$ cat src/rtl/bp_clint_ctrl_if.sv
// Command/response bus between the I/O crossbar and the CLINT controller.
// Signal suffixes are seen from the CLINT side (slave modport).
interface bp_clint_ctrl_if #(
    parameter int addr_width_p = 32,
    parameter int data_width_p = 64
);
    logic                    cmd_v_i;
    logic                    cmd_ready_o;
    logic                    cmd_we_i;
    logic [addr_width_p-1:0] cmd_addr_i;
    logic [data_width_p-1:0] cmd_data_i;
    logic                    resp_v_o;
    logic                    resp_ready_i;
    logic [data_width_p-1:0] resp_data_o;
    logic                    resp_err_o;

    modport slave (
        input  cmd_v_i, cmd_we_i, cmd_addr_i, cmd_data_i, resp_ready_i,
        output cmd_ready_o, resp_v_o, resp_data_o, resp_err_o
    );

    modport master (
        output cmd_v_i, cmd_we_i, cmd_addr_i, cmd_data_i, resp_ready_i,
        input  cmd_ready_o, resp_v_o, resp_data_o, resp_err_o
    );
endinterface

$ cat src/rtl/bp_clint_ctrl.sv
// CLINT controller: mtime counter, per-core mipi/mtimecmp, single-outstanding load/store port.
// Optional mtime prescaler enabled by defining BP_CLINT_PRESCALE_EN.
module bp_clint_ctrl #(
    parameter int num_cores_p      = 1,
    parameter int addr_width_p     = 32,
    parameter int data_width_p     = 64,
    parameter int mtime_prescale_p = 8
) (
    input  logic                   clk_i,
    input  logic                   reset_i,
    bp_clint_ctrl_if.slave         bus,
    output logic [num_cores_p-1:0] soft_irq_o,
    output logic [num_cores_p-1:0] timer_irq_o
);
    localparam int IDX_W = (num_cores_p > 1) ? $clog2(num_cores_p) : 1;
    localparam logic [addr_width_p-1:0] MIPI_BASE  = addr_width_p'(32'h0200_0000);
    localparam logic [addr_width_p-1:0] CMP_BASE   = addr_width_p'(32'h0200_4000);
    localparam logic [addr_width_p-1:0] MTIME_ADDR = addr_width_p'(32'h0200_bff8);

    if (mtime_prescale_p < 2) begin : g_prescale_chk
        $error("mtime_prescale_p must be >= 2");
    end

    typedef enum logic {S_IDLE, S_RESP} state_t;

    state_t                  r_state, w_state_nxt;
    logic                    w_cmd_ready, w_resp_v;
    logic [data_width_p-1:0] r_mtime;
    logic [data_width_p-1:0] r_mtimecmp [num_cores_p];
    logic [num_cores_p-1:0]  r_mipi;
    logic [num_cores_p-1:0]  r_timer_irq;
    logic [data_width_p-1:0] r_resp_data;
    logic                    r_resp_err;

    logic [addr_width_p-1:0] w_addr;
    logic [10:0]             w_core;
    logic [IDX_W-1:0]        w_idx;
    logic                    w_aligned, w_core_ok;
    logic                    w_hit_mipi, w_hit_cmp, w_hit_mtime, w_err;
    logic                    w_hs, w_mtime_wr, w_tick;
    logic [data_width_p-1:0] w_rdata;

    // Windows are 16 KiB aligned, so bits above 13 select the window and 13:3 the core.
    assign w_addr      = bus.cmd_addr_i;
    assign w_core      = w_addr[13:3];
    assign w_idx       = w_core[IDX_W-1:0];
    assign w_aligned   = (w_addr[2:0] == 3'b000);
    assign w_core_ok   = (w_core < 11'(num_cores_p));
    assign w_hit_mipi  = (w_addr[addr_width_p-1:14] == MIPI_BASE[addr_width_p-1:14]) && w_aligned && w_core_ok;
    assign w_hit_cmp   = (w_addr[addr_width_p-1:14] == CMP_BASE[addr_width_p-1:14]) && w_aligned && w_core_ok;
    assign w_hit_mtime = (w_addr == MTIME_ADDR);
    assign w_err       = !(w_hit_mipi || w_hit_cmp || w_hit_mtime);
    assign w_hs        = bus.cmd_v_i && (r_state == S_IDLE);
    assign w_mtime_wr  = w_hs && bus.cmd_we_i && w_hit_mtime;

    always_comb begin
        w_rdata = '0;
        if (w_hit_mipi)       w_rdata = {{(data_width_p-1){1'b0}}, r_mipi[w_idx]};
        else if (w_hit_cmp)   w_rdata = r_mtimecmp[w_idx];
        else if (w_hit_mtime) w_rdata = r_mtime;
    end

    always_comb begin
        w_state_nxt = r_state;
        w_cmd_ready = 1'b0;
        w_resp_v    = 1'b0;
        case (r_state)
            S_IDLE: begin
                w_cmd_ready = 1'b1;
                if (bus.cmd_v_i) w_state_nxt = S_RESP;
            end
            S_RESP: begin
                w_resp_v = 1'b1;
                if (bus.resp_ready_i) w_state_nxt = S_IDLE;
            end
            default: w_state_nxt = S_IDLE;
        endcase
    end

    always_ff @(posedge clk_i) begin
        if (reset_i) r_state <= S_IDLE;
        else         r_state <= w_state_nxt;
    end

    always_ff @(posedge clk_i) begin
        if (reset_i) begin
            r_resp_data <= '0;
            r_resp_err  <= 1'b0;
        end else if (w_hs) begin
            r_resp_data <= (w_err || bus.cmd_we_i) ? '0 : w_rdata;
            r_resp_err  <= w_err;
        end
    end

`ifdef BP_CLINT_PRESCALE_EN
    localparam int PS_W = $clog2(mtime_prescale_p);
    logic [PS_W-1:0] r_presc;

    assign w_tick = (r_presc == PS_W'(mtime_prescale_p - 1));

    always_ff @(posedge clk_i) begin
        if (reset_i || w_mtime_wr) r_presc <= '0;
        else if (w_tick)           r_presc <= '0;
        else                       r_presc <= r_presc + 1'b1;
    end
`else
    assign w_tick = 1'b1;
`endif

    // A store in the same cycle as a tick takes the written value without the +1.
    always_ff @(posedge clk_i) begin
        if (reset_i)         r_mtime <= '0;
        else if (w_mtime_wr) r_mtime <= bus.cmd_data_i;
        else if (w_tick)     r_mtime <= r_mtime + 1'b1;
    end

    always_ff @(posedge clk_i) begin
        if (reset_i) begin
            r_mipi <= '0;
            for (int c = 0; c < num_cores_p; c++) r_mtimecmp[c] <= '1;
        end else if (w_hs && bus.cmd_we_i) begin
            if (w_hit_mipi) r_mipi[w_idx]     <= bus.cmd_data_i[0];
            if (w_hit_cmp)  r_mtimecmp[w_idx] <= bus.cmd_data_i;
        end
    end

    always_ff @(posedge clk_i) begin
        if (reset_i) r_timer_irq <= '0;
        else begin
            for (int c = 0; c < num_cores_p; c++) r_timer_irq[c] <= (r_mtime >= r_mtimecmp[c]);
        end
    end

    assign bus.cmd_ready_o = w_cmd_ready;
    assign bus.resp_v_o    = w_resp_v;
    assign bus.resp_data_o = r_resp_data;
    assign bus.resp_err_o  = r_resp_err;
    assign soft_irq_o      = r_mipi;
    assign timer_irq_o     = r_timer_irq;
endmodule

$ cat src/flat_wrapper.sv
// flat-port wrapper written by rule: the top's interface ports become plain ports
module bp_clint_ctrl_flat 
#(
    parameter int num_cores_p      = 1,
    parameter int addr_width_p     = 32,
    parameter int data_width_p     = 64,
    parameter int mtime_prescale_p = 8
)
  (clk_i, reset_i, soft_irq_o, timer_irq_o, bus_cmd_v_i, bus_cmd_we_i, bus_cmd_addr_i, bus_cmd_data_i, bus_resp_ready_i, bus_cmd_ready_o, bus_resp_v_o, bus_resp_data_o, bus_resp_err_o);
  bp_clint_ctrl_if #(.addr_width_p(addr_width_p), .data_width_p(data_width_p)) bus_i ();
  input  logic clk_i;
  input  logic reset_i;
  output logic [num_cores_p-1:0] soft_irq_o;
  output logic [num_cores_p-1:0] timer_irq_o;
  input wire logic [$bits(bus_i.cmd_v_i)-1:0] bus_cmd_v_i;
  input wire logic [$bits(bus_i.cmd_we_i)-1:0] bus_cmd_we_i;
  input wire logic [$bits(bus_i.cmd_addr_i)-1:0] bus_cmd_addr_i;
  input wire logic [$bits(bus_i.cmd_data_i)-1:0] bus_cmd_data_i;
  input wire logic [$bits(bus_i.resp_ready_i)-1:0] bus_resp_ready_i;
  output wire logic [$bits(bus_i.cmd_ready_o)-1:0] bus_cmd_ready_o;
  output wire logic [$bits(bus_i.resp_v_o)-1:0] bus_resp_v_o;
  output wire logic [$bits(bus_i.resp_data_o)-1:0] bus_resp_data_o;
  output wire logic [$bits(bus_i.resp_err_o)-1:0] bus_resp_err_o;
  assign bus_i.cmd_v_i = bus_cmd_v_i;
  assign bus_i.cmd_we_i = bus_cmd_we_i;
  assign bus_i.cmd_addr_i = bus_cmd_addr_i;
  assign bus_i.cmd_data_i = bus_cmd_data_i;
  assign bus_i.resp_ready_i = bus_resp_ready_i;
  assign bus_cmd_ready_o = bus_i.cmd_ready_o;
  assign bus_resp_v_o = bus_i.resp_v_o;
  assign bus_resp_data_o = bus_i.resp_data_o;
  assign bus_resp_err_o = bus_i.resp_err_o;
  bp_clint_ctrl #(.num_cores_p(num_cores_p), .addr_width_p(addr_width_p), .data_width_p(data_width_p), .mtime_prescale_p(mtime_prescale_p)) u_core (.clk_i(clk_i), .reset_i(reset_i), .bus(bus_i), .soft_irq_o(soft_irq_o), .timer_irq_o(timer_irq_o));
endmodule
$ cat config.mk
export PLATFORM = sky130hd
export DESIGN_NAME = bp_clint_ctrl_flat
export DESIGN_NICKNAME = d
export VERILOG_FILES = /design/src/rtl/bp_clint_ctrl_if.sv /design/src/rtl/bp_clint_ctrl.sv /design/src/flat_wrapper.sv
export SDC_FILE = /design/constraint.sdc
export NUM_CORES = 1
export LEC_CHECK = 0
export BUFFER_PORTS_ARGS = -buffer_cell sky130_fd_sc_hd__buf_2
export CAP_MARGIN = 20
export CORE_UTILIZATION = 25
export DETAILED_ROUTE_END_ITERATION = 12
export GPL_TIMING_DRIVEN = 0
export PLACE_DENSITY = 0.41
export SYNTH_ARGS = -nofsm -noshare
export SYNTH_HDL_FRONTEND = slang
export SYNTH_SLANG_ARGS = --single-unit
$ cat constraint.sdc
create_clock -name clk_i -period 4.5 [get_ports clk_i]
set_clock_uncertainty 0.05 [all_clocks]
set_input_delay 0.225 -clock clk_i [delete_from_list [all_inputs] [get_ports clk_i]]
set_output_delay 0.225 -clock clk_i [all_outputs]
set_load 0.03 [all_outputs]
; Word level (Yosys, flattened, before mapping)
; Memories as Yosys holds them, arrays and structs flattened.
; Cells that the tools add are included.
[totals]
ramBits = 64
output_inout_bits = 69
elab_cells = 52
n_memories = 1
inputBits = 101
ff_bits = 132
[op_classes]
bitwise = 1
magnitude_cmp = 4
muxes = 21
n_addsub = 1
eq_ne = 3
reduce_logical = 15
[memory_table]
columns = memory, words, width, rd, rd_ports_with_merged_regs, write_ports, line
row1 = u_core.r_mtimecmp, 1, 64, 2, 0, 1, bp_clint_ctrl.sv:29  ; logic [data_width_p-1:0] r_mtimecmp [num_cores_p];
[ops]
columns = op, n
row1 = 64-bit 2-to-1 mux, 6
row2 = "64-bit by 1-bit adder with 64-bit output, second input constant", 1
row3 = 64-bit >= comparator, 1
row4 = 64-bit OR reduction, 1
row5 = "18-bit by 12-bit == test with 1-bit output, second input constant", 2
row6 = "32-bit by 26-bit == test with 1-bit output, second input constant", 1
row7 = 1-bit 2-to-1 mux, 13
row8 = "11-bit by 1-bit < comparator with 1-bit output, second input constant", 1
row9 = 1-bit logical AND, 8
row10 = 3-bit zero test, 1
row11 = 1-bit logical OR, 3
row12 = 1-bit case mux with 2 select lines, 1
row13 = 2-bit AND reduction, 1
row14 = 1-bit bitwise mux, 1
row15 = "1-bit >= comparator, second input constant", 1
row16 = 1-bit zero test, 1
row17 = "1-bit < comparator, second input constant", 1
row18 = 1-bit NOT, 1

; Logic depth before layout (Yosys ltp)
[depth]
word_depth = 9
depth_mapped = 8
mapped_depth_nobuf = 8

; Worst setup path after synthesis
; Ideal clock, no wire load.
[synth_path]
path_kind = input to register
from = input bus_cmd_addr_i[30]
to = memory u_core.r_mtimecmp[0][0] (enable)
arrival_time_ps = 2750
path_buffers = 2
required_time_ps = 4052
setup_slack_ps = 1302
setup_ps = 398
path_stages = 6
path_cell_list = or3_1 or3_1 nor3_1 buf_2 buf_1 a31o_2
[synth_via]
elab_chain_len = 9
[synth_rtl]
columns = item, line
row1 = "start, declared", flat_wrapper.sv:17  ; input wire logic [$bits(bus_i.cmd_addr_i)-1:0] bus_cmd_addr_i;
row2 = 18-bit by 12-bit == test with 1-bit output *, bp_clint_ctrl.sv:50  ; assign w_hit_cmp = (w_addr[addr_width_p-1:14] == CMP_BASE[addr_width_p-1:14]) && w_aligned && w_core_ok;
row3 = 1-bit logical AND * (2 in series), bp_clint_ctrl.sv:50
row4 = 1-bit 2-to-1 mux *, bp_clint_ctrl.sv:123  ; if (w_hit_cmp) r_mtimecmp[w_idx] <= bus.cmd_data_i;
row5 = 1-bit 2-to-1 mux *, bp_clint_ctrl.sv:121  ; end else if (w_hs && bus.cmd_we_i) begin
row6 = 1-bit 2-to-1 mux *, bp_clint_ctrl.sv:118  ; if (reset_i) begin
row7 = 1-bit 2-to-1 mux (implied by the code) *, bp_clint_ctrl.sv:123
row8 = 64-bit OR reduction (no source line), -
row9 = 1-bit 2-to-1 mux (no source line) *, -
row10 = "end, declared", bp_clint_ctrl.sv:29
; Mark *: on every way between the ends. The rest lies on a longest branch, timed or not.

; Worst setup path in the final report
[layout_path]
from = register u_core.r_mtime[0]
to = register u_core.r_mtime[54]
[layout_via]
elab_chain_len = 2
[layout_rtl]
columns = item, line
row1 = "start, declared", bp_clint_ctrl.sv:28  ; logic [data_width_p-1:0] r_mtime;
row2 = "start signal, assigned", bp_clint_ctrl.sv:113  ; else if (w_mtime_wr) r_mtime <= bus.cmd_data_i;
row3 = "start signal, assigned", bp_clint_ctrl.sv:114  ; else if (w_tick) r_mtime <= r_mtime + 1'b1;
row4 = 64-bit by 1-bit adder with 64-bit output, bp_clint_ctrl.sv:114
row5 = 64-bit 2-to-1 mux, bp_clint_ctrl.sv:113
; Every way passes these cells.
; A chain may end at the register's enable or synchronous reset.

==> impl_results.md <==
- Status: complete, no violations
- Synth async-reset ratio: 0%
- CTS Buffer Depth: 2
- Top cell type's share of synthesized area: 26.16%
- Yosys top cell by area: dfxtp_1
- Hpwl dp: 25.09 mm
- Largest net degree at the start of global routing: 40
- First-pass GRT wire length: 51.27 mm
- Root buf cell: clkbuf_16
- P&R area growth vs syn: 25.07%
- WL/cell: 17.75 um
- TritonCTS clock tree: done
- Max Fclk: 316.5 MHz
- Final GP Congestion: 0.7554
- Multi-input gate area: 5030 um^2
- Post-CTS setup buffers: 0
- Design area: 12630 um^2
- Syn Std Cell Area: 10100 um^2
- Hold slack: 0.01821 ns
- Measured slew at the worst slew-check pin: 0.9463 ns
- RSZ-0062 raised after global routing: no
- CTS H-tree depth: 4
- Final period utilization: 70.21%
- Vias in the first global route: 8705
- Arrival @ worst endpoint: 3.49 ns
- Flop2flop setup slack: 1.34 ns
- Vias: 8619
- Setup WS post-layout: 1.340 ns
- Critical path fanouts, max: 10
- # setup viols final: 0
- Startpoint types: flip-flop
- Fin nets: 1501
- Ant. Diodes: 0
- Die footprint: 41210 um^2
- Max VDD drop: 0.0002716 V
- Hold Crit Class: primary input to flip-flop
- Clk_lat worst skew: 0.46 ns
- DRC: 0
- Mapped Avg Cell Area: 9.166 um^2
- CTS clk-pin slew, worst paths: 0.08 ns
- Netlist cell types: 55
- Aggregate global-route resource usage: 16.51%
- Layout cell share with drive strength beyond 1: 21.01%
- Fin util: 31.72%
- Setup crit end: u_core.r_mtime[54]
- Launching point of the worst reg2reg path: u_core.r_mtime[0]
- Most frequent cells in the layout: buf_2, dfxtp_1, nand2_1
- Post-Place Worst Slack: 0.8345 ns
- Syn nets: 1268
- Post-Synthesis Cells: 1102
- Core Region: 39820 um^2
- Vias/cell: 4.604
- Crit path time final: 3.160 ns
- Pwr/cell area: 277.8 nW/um^2
- CP required: 4.83 ns
- Post-synth top flop: dfxtp_1
- Sequential area share after synthesis: 45.19%
- DIE HEIGHT: 203.0 um
- Post-CTS Resized: 0
- Crit Reg-Reg Endpoint: u_core.r_mtime[54]
- GRT met1 Usage: 22.39%
- Cts bufs inserted: 17
- Max-slew violations: 0
- Critical Path Sink Type: flip-flop
- Die Width: 203.0 um
- #FFs+latches synth: 196
- PortBufs: 169
- Row count: 73
- Synth area leaders: dfxtp_1, edfxtp_1, ha_1, a22oi_1, a211oi_1
- Ys Warns: 0
- Met3 usage: 2.665%
- Register area: 4564 um^2
- Total gr overflow: 0
- Worst Setup SP: u_core.r_mtime[0]
- Top Ports: 170
- Final hold violation count: 0
- Grt met2 use: 26.64%
- Grt peak-use layer: met2
- Commonest non-fill, non-tap cell in the layout: buf_2
- Reg2reg path depth: 8
- Clk sink count: 196
- 1st-iter DRT viols: 459
- Relative slew slack: 36.44%
- Post-DP Area: 11680 um^2
- Initial Util: 25.36%
- Wirelength, routed: 33.22 mm
- WS Path Type: flip-flop to flip-flop
- ANT nets after route: 0
- Maxcap violations: 0
- Initial antenna violation count: 1
- First drt pass iteration count: 5
- Leakage: 5.065 nW
- # fillers: 4358
- Post-synth EDFFs: 64
## cell usage after synthesis, types with 2 or more instances
library cell and count:
dfxtp_1 132, nand2_1 109, nor2_1 89, inv_1 81, ha_1 65, edfxtp_1 64
or2_2 64, a22oi_1 63, o21ai_0 62, a211oi_1 57, xnor2_1 42, clkbuf_1 41
nand4_1 27, nor3_1 27, nand3_1 25, a21oi_1 22, nor4_1 20, xor2_1 18
buf_2 10, o21ai_1 10, a21o_1 9, a22o_1 6, and4_1 6, and3_1 5
buf_1 5, o21a_1 3, or3_1 3, a221oi_1 2, mux2i_1 2, nand2b_1 2
nand3b_1 2, nand4_2 2, nand4b_1 2, nor4_2 2, nor4_4 2, or4_1 2
## report_power, final
| part | leakage [nW] | switching (W) | internal (W) |
|---|---|---|---|
| combinational | 3.26 | 0.000111 | 0.0000798 |
| clock | 0.258 | 0.000707 | 0.000772 |
| sequential | 1.55 | 0.00000862 | 0.00183 |
## how the worst min path moves through the flow
stage | startpoint | to | slack [ns] | cells past startpoint
after floorplan | bus_resp_ready_i | u_core.r_state | 0.28 | 1
after global placement | bus_resp_ready_i | u_core.r_state | 0.36 | 2
after detailed placement | bus_resp_ready_i | u_core.r_state | 0.37 | 2
after CTS | bus_cmd_data_i[39] | u_core.r_mtimecmp[0][39] | 0.0003 | 2
after global routing | bus_cmd_data_i[29] | u_core.r_mtimecmp[0][29] | 0.003 | 2
final | bus_cmd_data_i[31] | u_core.r_mtimecmp[0][31] | 0.02 | 2
## sequential cells by signal (all words and copies together), names as in the netlist
signal / cells
u_core.r_mtimecmp: 64
u_core.r_state: 1
u_core.bus.resp_data_o: 64
u_core.timer_irq_o: 1
u_core.soft_irq_o: 1
u_core.r_mtime: 64
u_core.bus.resp_err_o: 1
## area by class of cell
class / instances / area share, %
buffer: 56 / 1.763
clock buffer: 22 / 3.595
clock inverter: 9 / 0.6438
inverter: 81 / 2.407
multi-input combinational: 769 / 39.81
sequential: 196 / 36.13
tap: 525 / 5.200
timing repair buffer: 214 / 10.45
## per-stage QoR
stage | total power (W) | TNS (ns) | cells
finish | 0.003510 | 0 | 1872
global placement | 0.002040 | -0.2936 | 1796
floorplan | 0.001937 | 0 | 1102
global route | 0.003638 | 0 | 1872
CTS | 0.003567 | 0 | 1872
detailed placement | 0.002046 | 0 | 1799
## what timing repair did
item	in CTS	in global routing
hold buffers	42	0
endpoints found under the hold margin	62	0
endpoints found under the setup margin	0	0
## per-layer routing
layer	wire length [um]	vias up
li1	-	4403
met1	16450	4021
met2	15210	168
met3	1097	27
met4	469	0
met5	0	-
## critical path, cell delays in order (launching register included)
cell and delay, ns:
dfxtp_1 0.41, ha_1 0.22, nand3_1 0.26, nor4_4 0.73, nand4_2 0.44, buf_2 0.35
nor3_1 0.29, xnor2_1 0.10, a211oi_1 0.21
## cells by family (layout without fill, tap and decap cells)
group,Yosys count,after routing,synth area share (%)
muxes,2,2,0.1982
DFF,196,196,45.19
and+or+nand+nor,396,396,19.91
xor gates and xnor gates,60,60,5.202
AOI/OAI and AO/OA,246,246,16.24
adders and majority gates,65,65,8.052
buffers and inverters,137,382,5.215
Power figures use the tool's default switching activity.
